<file path="src/rtl/video_timing_meter.sv">
// video_timing_meter: measures line and frame timing of a pixel-rate sync/blank
// stream and publishes per-frame totals, active sizes, a frame count and a lock flag.
module video_timing_meter #(
    parameter int unsigned CNT_W       = 12,
    parameter int unsigned FRAME_W     = 16,
    parameter int unsigned LOCK_FRAMES = 2
) (
    input  logic               clk,
    input  logic               reset_n,
    input  logic               ce_pix,
    input  logic               hsync,
    input  logic               vsync,
    input  logic               hblank,
    input  logic               vblank,
    output logic [CNT_W-1:0]   h_total,
    output logic [CNT_W-1:0]   h_active,
    output logic [CNT_W-1:0]   v_total,
    output logic [CNT_W-1:0]   v_active,
    output logic [FRAME_W-1:0] frame_cnt,
    output logic               meas_stb,
    output logic               meas_valid,
    output logic               overflow
);
    localparam int unsigned   MW     = $clog2(LOCK_FRAMES + 1);
    localparam logic [MW-1:0] LOCK_M = MW'(LOCK_FRAMES);

    logic               hs_prev_q, hs_prev_d, vs_prev_q, vs_prev_d;
    logic               h_armed_q, h_armed_d, v_armed_q, v_armed_d;
    logic [CNT_W-1:0]   pix_cnt_q, pix_cnt_d, act_cnt_q, act_cnt_d;
    logic               line_act_q, line_act_d;
    logic [CNT_W-1:0]   line_len_q, line_len_d, line_actw_q, line_actw_d;
    logic [CNT_W-1:0]   line_cnt_q, line_cnt_d, act_lines_q, act_lines_d;
    logic               frame_ovf_q, frame_ovf_d;
    logic [CNT_W-1:0]   h_total_q, h_total_d, h_active_q, h_active_d;
    logic [CNT_W-1:0]   v_total_q, v_total_d, v_active_q, v_active_d;
    logic [FRAME_W-1:0] frame_cnt_q, frame_cnt_d;
    logic               meas_stb_q, meas_stb_d, overflow_q, overflow_d;
    logic [MW-1:0]      match_q, match_d;
    logic               have_pub_q, have_pub_d;

    logic               hs_rise, vs_rise, act_px, sat_hit, ovf_now, same;
    logic [CNT_W-1:0]   close_len, close_actw, close_lines, close_alines;

    function automatic logic [CNT_W-1:0] sat_inc(input logic [CNT_W-1:0] v);
        return (v == '1) ? v : v + 1'b1;
    endfunction

    // Next-state: per-sample line counting, line close on hsync rise, frame close/publish on vsync rise.
    always_comb begin
        hs_prev_d    = hs_prev_q;
        vs_prev_d    = vs_prev_q;
        h_armed_d    = h_armed_q;
        v_armed_d    = v_armed_q;
        pix_cnt_d    = pix_cnt_q;
        act_cnt_d    = act_cnt_q;
        line_act_d   = line_act_q;
        line_len_d   = line_len_q;
        line_actw_d  = line_actw_q;
        line_cnt_d   = line_cnt_q;
        act_lines_d  = act_lines_q;
        frame_ovf_d  = frame_ovf_q;
        h_total_d    = h_total_q;
        h_active_d   = h_active_q;
        v_total_d    = v_total_q;
        v_active_d   = v_active_q;
        frame_cnt_d  = frame_cnt_q;
        meas_stb_d   = 1'b0;
        overflow_d   = overflow_q;
        match_d      = match_q;
        have_pub_d   = have_pub_q;
        hs_rise      = ce_pix & hsync & ~hs_prev_q;
        vs_rise      = ce_pix & vsync & ~vs_prev_q;
        act_px       = ~hblank & ~vblank;
        sat_hit      = 1'b0;
        close_len    = line_len_q;
        close_actw   = line_actw_q;
        close_lines  = line_cnt_q;
        close_alines = act_lines_q;
        ovf_now      = frame_ovf_q;
        same         = 1'b0;
        if (ce_pix) begin
            hs_prev_d = hsync;
            vs_prev_d = vsync;
            if (hs_rise) begin
                h_armed_d  = 1'b1;
                pix_cnt_d  = '0;
                act_cnt_d  = '0;
                line_act_d = 1'b0;
                if (h_armed_q) begin
                    // The rising-edge sample is the last pixel of the line it closes.
                    close_len    = sat_inc(pix_cnt_q);
                    close_actw   = hblank ? act_cnt_q : sat_inc(act_cnt_q);
                    close_lines  = sat_inc(line_cnt_q);
                    close_alines = (line_act_q | act_px) ? sat_inc(act_lines_q) : act_lines_q;
                    sat_hit      = (pix_cnt_q == '1) | (~hblank & (act_cnt_q == '1))
                                 | (line_cnt_q == '1) | ((line_act_q | act_px) & (act_lines_q == '1));
                end
            end else begin
                pix_cnt_d  = sat_inc(pix_cnt_q);
                act_cnt_d  = hblank ? act_cnt_q : sat_inc(act_cnt_q);
                line_act_d = line_act_q | act_px;
                sat_hit    = (pix_cnt_q == '1) | (~hblank & (act_cnt_q == '1));
            end
            line_len_d  = close_len;
            line_actw_d = close_actw;
            line_cnt_d  = close_lines;
            act_lines_d = close_alines;
            ovf_now     = frame_ovf_q | sat_hit;
            frame_ovf_d = ovf_now;
            if (vs_rise) begin
                if (v_armed_q) begin
                    // A line closed in this same sample is already folded into close_*.
                    same = have_pub_q & (close_len == h_total_q) & (close_actw == h_active_q)
                         & (close_lines == v_total_q) & (close_alines == v_active_q);
                    if (same & ~ovf_now)
                        match_d = (match_q >= LOCK_M) ? match_q : match_q + 1'b1;
                    else
                        match_d = '0;
                    h_total_d   = close_len;
                    h_active_d  = close_actw;
                    v_total_d   = close_lines;
                    v_active_d  = close_alines;
                    overflow_d  = ovf_now;
                    frame_cnt_d = frame_cnt_q + 1'b1;
                    meas_stb_d  = 1'b1;
                    have_pub_d  = 1'b1;
                end
                v_armed_d   = 1'b1;
                line_cnt_d  = '0;
                act_lines_d = '0;
                frame_ovf_d = 1'b0;
            end
        end
    end

    // State register with synchronous active-low reset.
    always_ff @(posedge clk) begin
        if (!reset_n) begin
            hs_prev_q   <= 1'b0;
            vs_prev_q   <= 1'b0;
            h_armed_q   <= 1'b0;
            v_armed_q   <= 1'b0;
            pix_cnt_q   <= '0;
            act_cnt_q   <= '0;
            line_act_q  <= 1'b0;
            line_len_q  <= '0;
            line_actw_q <= '0;
            line_cnt_q  <= '0;
            act_lines_q <= '0;
            frame_ovf_q <= 1'b0;
            h_total_q   <= '0;
            h_active_q  <= '0;
            v_total_q   <= '0;
            v_active_q  <= '0;
            frame_cnt_q <= '0;
            meas_stb_q  <= 1'b0;
            overflow_q  <= 1'b0;
            match_q     <= '0;
            have_pub_q  <= 1'b0;
        end else begin
            hs_prev_q   <= hs_prev_d;
            vs_prev_q   <= vs_prev_d;
            h_armed_q   <= h_armed_d;
            v_armed_q   <= v_armed_d;
            pix_cnt_q   <= pix_cnt_d;
            act_cnt_q   <= act_cnt_d;
            line_act_q  <= line_act_d;
            line_len_q  <= line_len_d;
            line_actw_q <= line_actw_d;
            line_cnt_q  <= line_cnt_d;
            act_lines_q <= act_lines_d;
            frame_ovf_q <= frame_ovf_d;
            h_total_q   <= h_total_d;
            h_active_q  <= h_active_d;
            v_total_q   <= v_total_d;
            v_active_q  <= v_active_d;
            frame_cnt_q <= frame_cnt_d;
            meas_stb_q  <= meas_stb_d;
            overflow_q  <= overflow_d;
            match_q     <= match_d;
            have_pub_q  <= have_pub_d;
        end
    end

    assign h_total    = h_total_q;
    assign h_active   = h_active_q;
    assign v_total    = v_total_q;
    assign v_active   = v_active_q;
    assign frame_cnt  = frame_cnt_q;
    assign meas_stb   = meas_stb_q;
    assign overflow   = overflow_q;
    assign meas_valid = (match_q >= LOCK_M);
endmodule
</file>
<file path="config.mk">
export PLATFORM = sky130hd
export DESIGN_NAME = video_timing_meter
export DESIGN_NICKNAME = d
export VERILOG_FILES = /design/src/rtl/video_timing_meter.sv
export SDC_FILE = /design/constraint.sdc
export NUM_CORES = 1
export LEC_CHECK = 0
export BUFFER_PORTS_ARGS = -buffer_cell sky130_fd_sc_hd__buf_2
export CAP_MARGIN = 15
export CORE_UTILIZATION = 50
export DETAILED_ROUTE_END_ITERATION = 16
export PLACE_DENSITY = 0.68
export SYNTH_ARGS = -nofsm -noshare
export SYNTH_HDL_FRONTEND = slang
export SYNTH_SLANG_ARGS = --single-unit
</file>
<file path="constraint.sdc">
create_clock -name clk -period 3.8 [get_ports clk]
set_input_delay 0.76 -clock clk [delete_from_list [all_inputs] [get_ports clk]]
set_output_delay 0.76 -clock clk [all_outputs]
set_load 0.005 [all_outputs]
</file>
==> flow_summary.ini, run 1 <==
[status]
status = finished, final reports clean

[final_layout]
syn2layout_area_growth_pct = 12.4
drive_gt1_share_pct = 16.2
n_antenna_cell = 0
stdcell_count = 1368
layout_common_cells = dfxtp_1, nand2_1, nor2_1
layout.nets = 1148
final_area_sq_mm = 0.00977
layout_commonest_cell = dfxtp_1

[drt]
vias = 8281
wirelength_mm = 26.0
drt-pass1-iter-count = 6
drt_iter0_markers = 670
route.detailed.drc = 0
wire_per_inst_um = 19.0
detail-route-antenna-nets = 0
via_per_inst = 6.05

[yosys]
synth.avg_cell_area_sq_um = 8.02
yosys.area.top_type_share_pct = 33.8
syn-num-nets = 1098
yosys-top-cells-area = dfxtp_1, nand2_1, xnor2_1, o21ai_0, nor2_1
synthFlopType = dfxtp_1
syn_inst = 1085
synth_largest_area_cell = dfxtp_1
synth.cell_area_sq_mm = 0.00870
synth_warnings = 0
ys_seq_area_share_pct = 33.8
synth_cell_types = 88
synthArstFlopShare_pct = 0
synth_edf_count = 0
ys_ff_latch = 147

[sta]
relSlewSlack_pct = 34.5
period_needed_ns = 3.54
max_freq_mhz = 282
setup_viol_count_final = 0
final_hold_viol_count = 0
max_slew.worst_pin.slew_ns = 0.978
final-max-slew-violation-count = 0
rsz0062_at_grt = false
fin_crit_sh_pct = 93.2
setup_tns_ns = 0
skew_ns = 0.00817

[floorplan]
io_pins = 74
core_area_sq_mm = 0.0168
initial_core_util_pct = 51.9
rows = 47
die_w_um = 134
dieArea_sq_mm = 0.0179
die_y_um = 134

[worst_setup_path]
required_ns = 4.18
critPathBufInv = 1
slowest_stage = or4_1
r2r-end = match_q[0]$_SDFFE_PN0P_
crit_chain = ha_1, nand3_4, o41a_1, buf_4, mux2i_1, a31oi_1, or4_1, nor4_2, nand3_1, a2111oi_0, o21a_1
r2r_cells = 11
cp_top_family = compound AO/OA/AOI/OAI gates
worstSetupPathType = flip-flop to flip-flop
cp.arrival_ns = 3.92
worstSetupStartpointType = flip-flop
crit_path_max_incr_delay_ns = 0.57
r2r_slack_ns = 0.26
endpoint_kind = flip-flop
critPathMaxFanout = 10
rr_startpoint = act_cnt_q[0]$_SDFFE_PN0P_

[clock_network]
clock-sinks = 147
cts_setup_buffers = 0
htree_num_levels = 4
ctsResizeCount = 0
cts_buffers = 17
cts.hold.buffers_added = 0
clk_pin_slew_ns = 0.07
cts_tree = done
worstSkewPairLatency_ns = 0.43
clock-root-buffer = clkbuf_16
ctsLongestPathBuffers = 2

[global_route]
grt_usage_pct = 29.8
grt_overflow_total = 0
grt_pass1_wl_mm = 41.5
grt_max_degree = 58
grt_pass1_vias = 7367
antenna_found_initial = 0

[place]
gp_congestion = 0.933
port_buffers = 73
hpwl_mm = 18.6
placed_cells = 1336
place_area_sq_mm = 0.00922

[min_path]
hold_path_end = have_pub_q$_SDFFE_PN0P_
hold_start = have_pub_q$_SDFFE_PN0P_
hp-class = flip-flop to flip-flop
hold_depth = 1

[pwr]
powerDensity_mw_per_mm2 = 348
ir_drop_uv = 286
leakage_uw = 0.00396

[run]
cap_violations = 0
==> sequential cells by signal, indices dropped and copies added (netlist names) <==
name	cells
vs_prev_q	1
v_armed_q	1
frame_cnt	16
h_active	12
act_cnt_q	12
overflow	1
line_act_q	1
v_total	12
v_active	12
line_cnt_q	12
hs_prev_q	1
h_armed_q	1
frame_ovf_q	1
act_lines_q	12
line_actw_q	12
line_len_q	12
have_pub_q	1
meas_stb	1
pix_cnt_q	12
h_total	12
match_q	2
==> Yosys cell counts, types with 19 or more instances <==
library cell,instances
a21oi_1,53
and2_1,51
and3_1,19
clkbuf_1,41
dfxtp_1,147
nand2_1,127
nand3_1,32
nand4_1,21
nor2_1,95
nor2b_1,19
nor3_1,32
o21ai_0,73
xnor2_1,46
xor2_1,26
==> worst max path at each step <==
stage / startpoint / to / depth (start not counted)
finish: act_cnt_q[0]$_SDFFE_PN0P_ / match_q[0]$_SDFFE_PN0P_ / 11
global route: act_cnt_q[0]$_SDFFE_PN0P_ / match_q[0]$_SDFFE_PN0P_ / 11
CTS: act_cnt_q[0]$_SDFFE_PN0P_ / match_q[0]$_SDFFE_PN0P_ / 11
detailed placement: ce_pix / match_q[0]$_SDFFE_PN0P_ / 11
global placement: ce_pix / match_q[0]$_SDFFE_PN0P_ / 10
floorplan: hblank / match_q[1]$_SDFFE_PN0P_ / 10
==> cells by family after synthesis <==
| logic type | Yosys count | share of synthesized area, % |
|---|---|---|
| adders and majority gates | 6 | 0.863 |
| muxes | 21 | 2.62 |
| AOI/OAI and AO/OA | 249 | 19.0 |
| and+or+nand+nor | 491 | 30.8 |
| DFF | 147 | 33.8 |
| xor gates and xnor gates | 73 | 7.52 |
| buffers and inverters | 98 | 5.42 |
==> metrics by stage <==
step / worst slack, ns / hold slack, ns / power [uW] / util, %
6_report: 0.259 / 0.480 / 3400 / 58.3
5_1_grt: 0.0570 / 0.496 / 3510 / 58.3
2_1_floorplan: 0.752 / 0.439 / 1750 / -
3_3_place_gp: 0.137 / 0.450 / 1820 / 55.0
3_5_place_dp: 0.101 / 0.459 / 1820 / 55.0
4_1_cts: 0.333 / 0.475 / 3410 / 58.3
==> report_power, final <==
| part | switching [uW] | total, uW | internal (uW) |
|---|---|---|---|
| clock network | 737 | 1610 | 870 |
| logic | 136 | 213 | 76.2 |
| registers | 21.1 | 1580 | 1560 |
==> layout make-up <==
cell class	count	area, sq um
timing repair buffer	109	636
fill	1561	6990
clock inverter	14	118
inverter	20	75.1
multi-input combinational	840	5290
tap	220	275
sequential	147	2940
clock buffer	18	439
==> routing by layer <==
metal  wire length [um]  share of wire [%]  track usage (%)
met1              12000                 46             42.5
met2              11400                 44             44.9
met3               1990                7.7             5.48
met4                588                2.3             9.79
met5                  0                  0                0
(Power assumes the default switching activity.)
==> run 2, diff against run 1 <==
==> constraint.sdc (replaced) <==
create_clock -name clk -period 3.8 [get_ports clk]
set_input_delay 1.14 -clock clk [delete_from_list [all_inputs] [get_ports clk]]
set_output_delay 1.14 -clock clk [all_outputs]
set_load 0.005 [all_outputs]
==> run 2 against run 1 <==
Hold slack worse by 0.010 ns. Combinational power grew 4%. Clock skew increased by 0.0038 ns. Power rose by 3.4%. Count of clock-buffer cells in the layout increased by 1. Via count up 1.9%. Die area unchanged. Core utilization up 1.7 points. Cell count is 2.3% higher. Non-clock buffer count grew 31. Design area rose by 3.0%.
==> flow_summary.ini, run 2 (same netlist as run 1, synthesis figures left out) <==
[status]
status = finished, final reports clean

[drt]
wire_per_inst_um = 18.7
wirelength_mm = 26.2
route.detailed.drc = 0
top_layer_used = met4
detail-route-antenna-nets = 0
route.met3.wl_mm = 1.94
wl_met2_mm = 11.5
drt-pass1-iter-count = 5
m1WireLength_mm = 12.0
drt_iter0_markers = 671
via_per_inst = 6.03
vias = 8436

[global_route]
antenna_found_initial = 0
grt_usage_pct = 30.1
grt_pass1_wl_mm = 42.3
grt_max_degree = 82
grt_pass1_vias = 7637
grt_overflow_total = 0

[sta]
rsz0062_at_grt = false
period_needed_ns = 3.48
worst_hold_slack_ns = 0.470
max_freq_mhz = 287
final_hold_viol_count = 0
skew_ns = 0.0119
relSlewSlack_pct = 48.0
max_slew.worst_pin.slew_ns = 0.779
fin_crit_sh_pct = 91.6
setup_viol_count_final = 0
final-max-slew-violation-count = 0

[clock_network]
ctsResizeCount = 0
ctsLongestPathBuffers = 2
cts_tree = done
worstSkewPairLatency_ns = 0.44
clock-root-buffer = clkbuf_16
cts_buffers = 17
htree_num_levels = 4
cts_setup_buffers = 0
clk_pin_slew_ns = 0.07
cts.hold.buffers_added = 0
clock-sinks = 147

[worst_setup_path]
crit_chain = buf_2, and4b_1, buf_4, o21ai_0, o21ai_0, xor2_1, a2111oi_0, nor4bb_1, nand4_1, a2111oi_0, o21a_1
required_ns = 4.18
cp_top_family = compound AO/OA/AOI/OAI gates
worstSetupStartpointType = input port
worstSetupPathType = input port to flip-flop
slowest_stage = and4b_1
rr_startpoint = act_cnt_q[1]$_SDFFE_PN0P_
critPathBufInv = 2
critPathMaxFanout = 9
crit_start = ce_pix
endpoint_kind = flip-flop
cp.arrival_ns = 3.86
crit_path_max_incr_delay_ns = 0.43

[place]
gp_congestion = 0.959
hpwl_mm = 18.7
port_buffers = 73

[floorplan]
core_area_sq_mm = 0.0168
die_y_um = 134
die_w_um = 134
io_pins = 74
initial_core_util_pct = 51.9
rows = 47
dieArea_sq_mm = 0.0179

[final_layout]
layout_commonest_cell = dfxtp_1
drive_gt1_share_pct = 18.4
syn2layout_area_growth_pct = 15.8
fillers = 1533
n_antenna_cell = 0
layout.nets = 1179
layout_common_cells = dfxtp_1, nand2_1, nor2_1
fin_util_pct = 60.1
largest_register_ffs = 16

[pwr]
swShare_pct = 26.0
seq_power_share_pct = 44.9
leakage_uw = 0.00414
powerDensity_mw_per_mm2 = 349
internal-power_uw = 2600
ir_drop_uv = 324
comb_power_share_pct = 6.3
switchingPower_uw = 914
p_clk_share_pct = 48.8

[min_path]
hold_start = have_pub_q$_SDFFE_PN0P_
hp-class = flip-flop to flip-flop

[run]
cap_violations = 0
## run 2: worst paths after layout
check	cells after the start	slack, ns	end
worst max-delay path	11	0.32	match_q[0]$_SDFFE_PN0P_
worst min-delay path	1	0.47	have_pub_q$_SDFFE_PN0P_
worst max register to register	10	0.37	match_q[1]$_SDFFE_PN0P_
worst min register to register	1	0.47	have_pub_q$_SDFFE_PN0P_
## run 2: power by group through the flow
stage               clock network (uW)  registers (uW)  logic [uW]
finish                            1720            1580         221
global route                      1800            1580         241
CTS                               1740            1580         219
detailed placement                   0            1610         217
global placement                     0            1610         215
floorplan                            0            1610         142
## run 2: cell type report
class	count	area, sq um	area share [%]
multi-input cells	840	5290	52.5
flip-flops and latches	147	2940	29.2
repair buffers	140	893	8.87
clock buffers	19	453	4.50
well taps	220	275	2.73
clock inverters	13	139	1.38
inverters	20	75.1	0.746
## run 2: worst reg2reg max path, cell delays in order, from the launching register on
cell and delay (ns):
dfxtp_1 0.41, ha_1 0.33, nand3_4 0.18, o41ai_2 0.52, nor2_1 0.14, xnor2_1 0.17
o21ai_0 0.38, xor2_1 0.20, or4_1 0.56, or3_1 0.33, a21oi_1 0.14
## run 2: routing by layer
metal / up-vias / GRT usage (%)
met5: - / 0
met4: 0 / 11.6
met3: 57 / 4.61
met2: 374 / 45.5
met1: 3977 / 42.9
li1: 4028 / -
## run 2: metrics by stage
stage               worst slack, ns  area [sq um]  power, uW  std cells  setup TNS (ns)
global route                0.00351         10100       3620       1399               0
global placement            0.00904          9480       1830       1367               0
floorplan                     0.372          8700       1750       1085               0
detailed placement           -0.117          9480       1830       1367          -0.196
CTS                           0.336         10100       3530       1399               0
finish                        0.320         10100       3510       1399               0
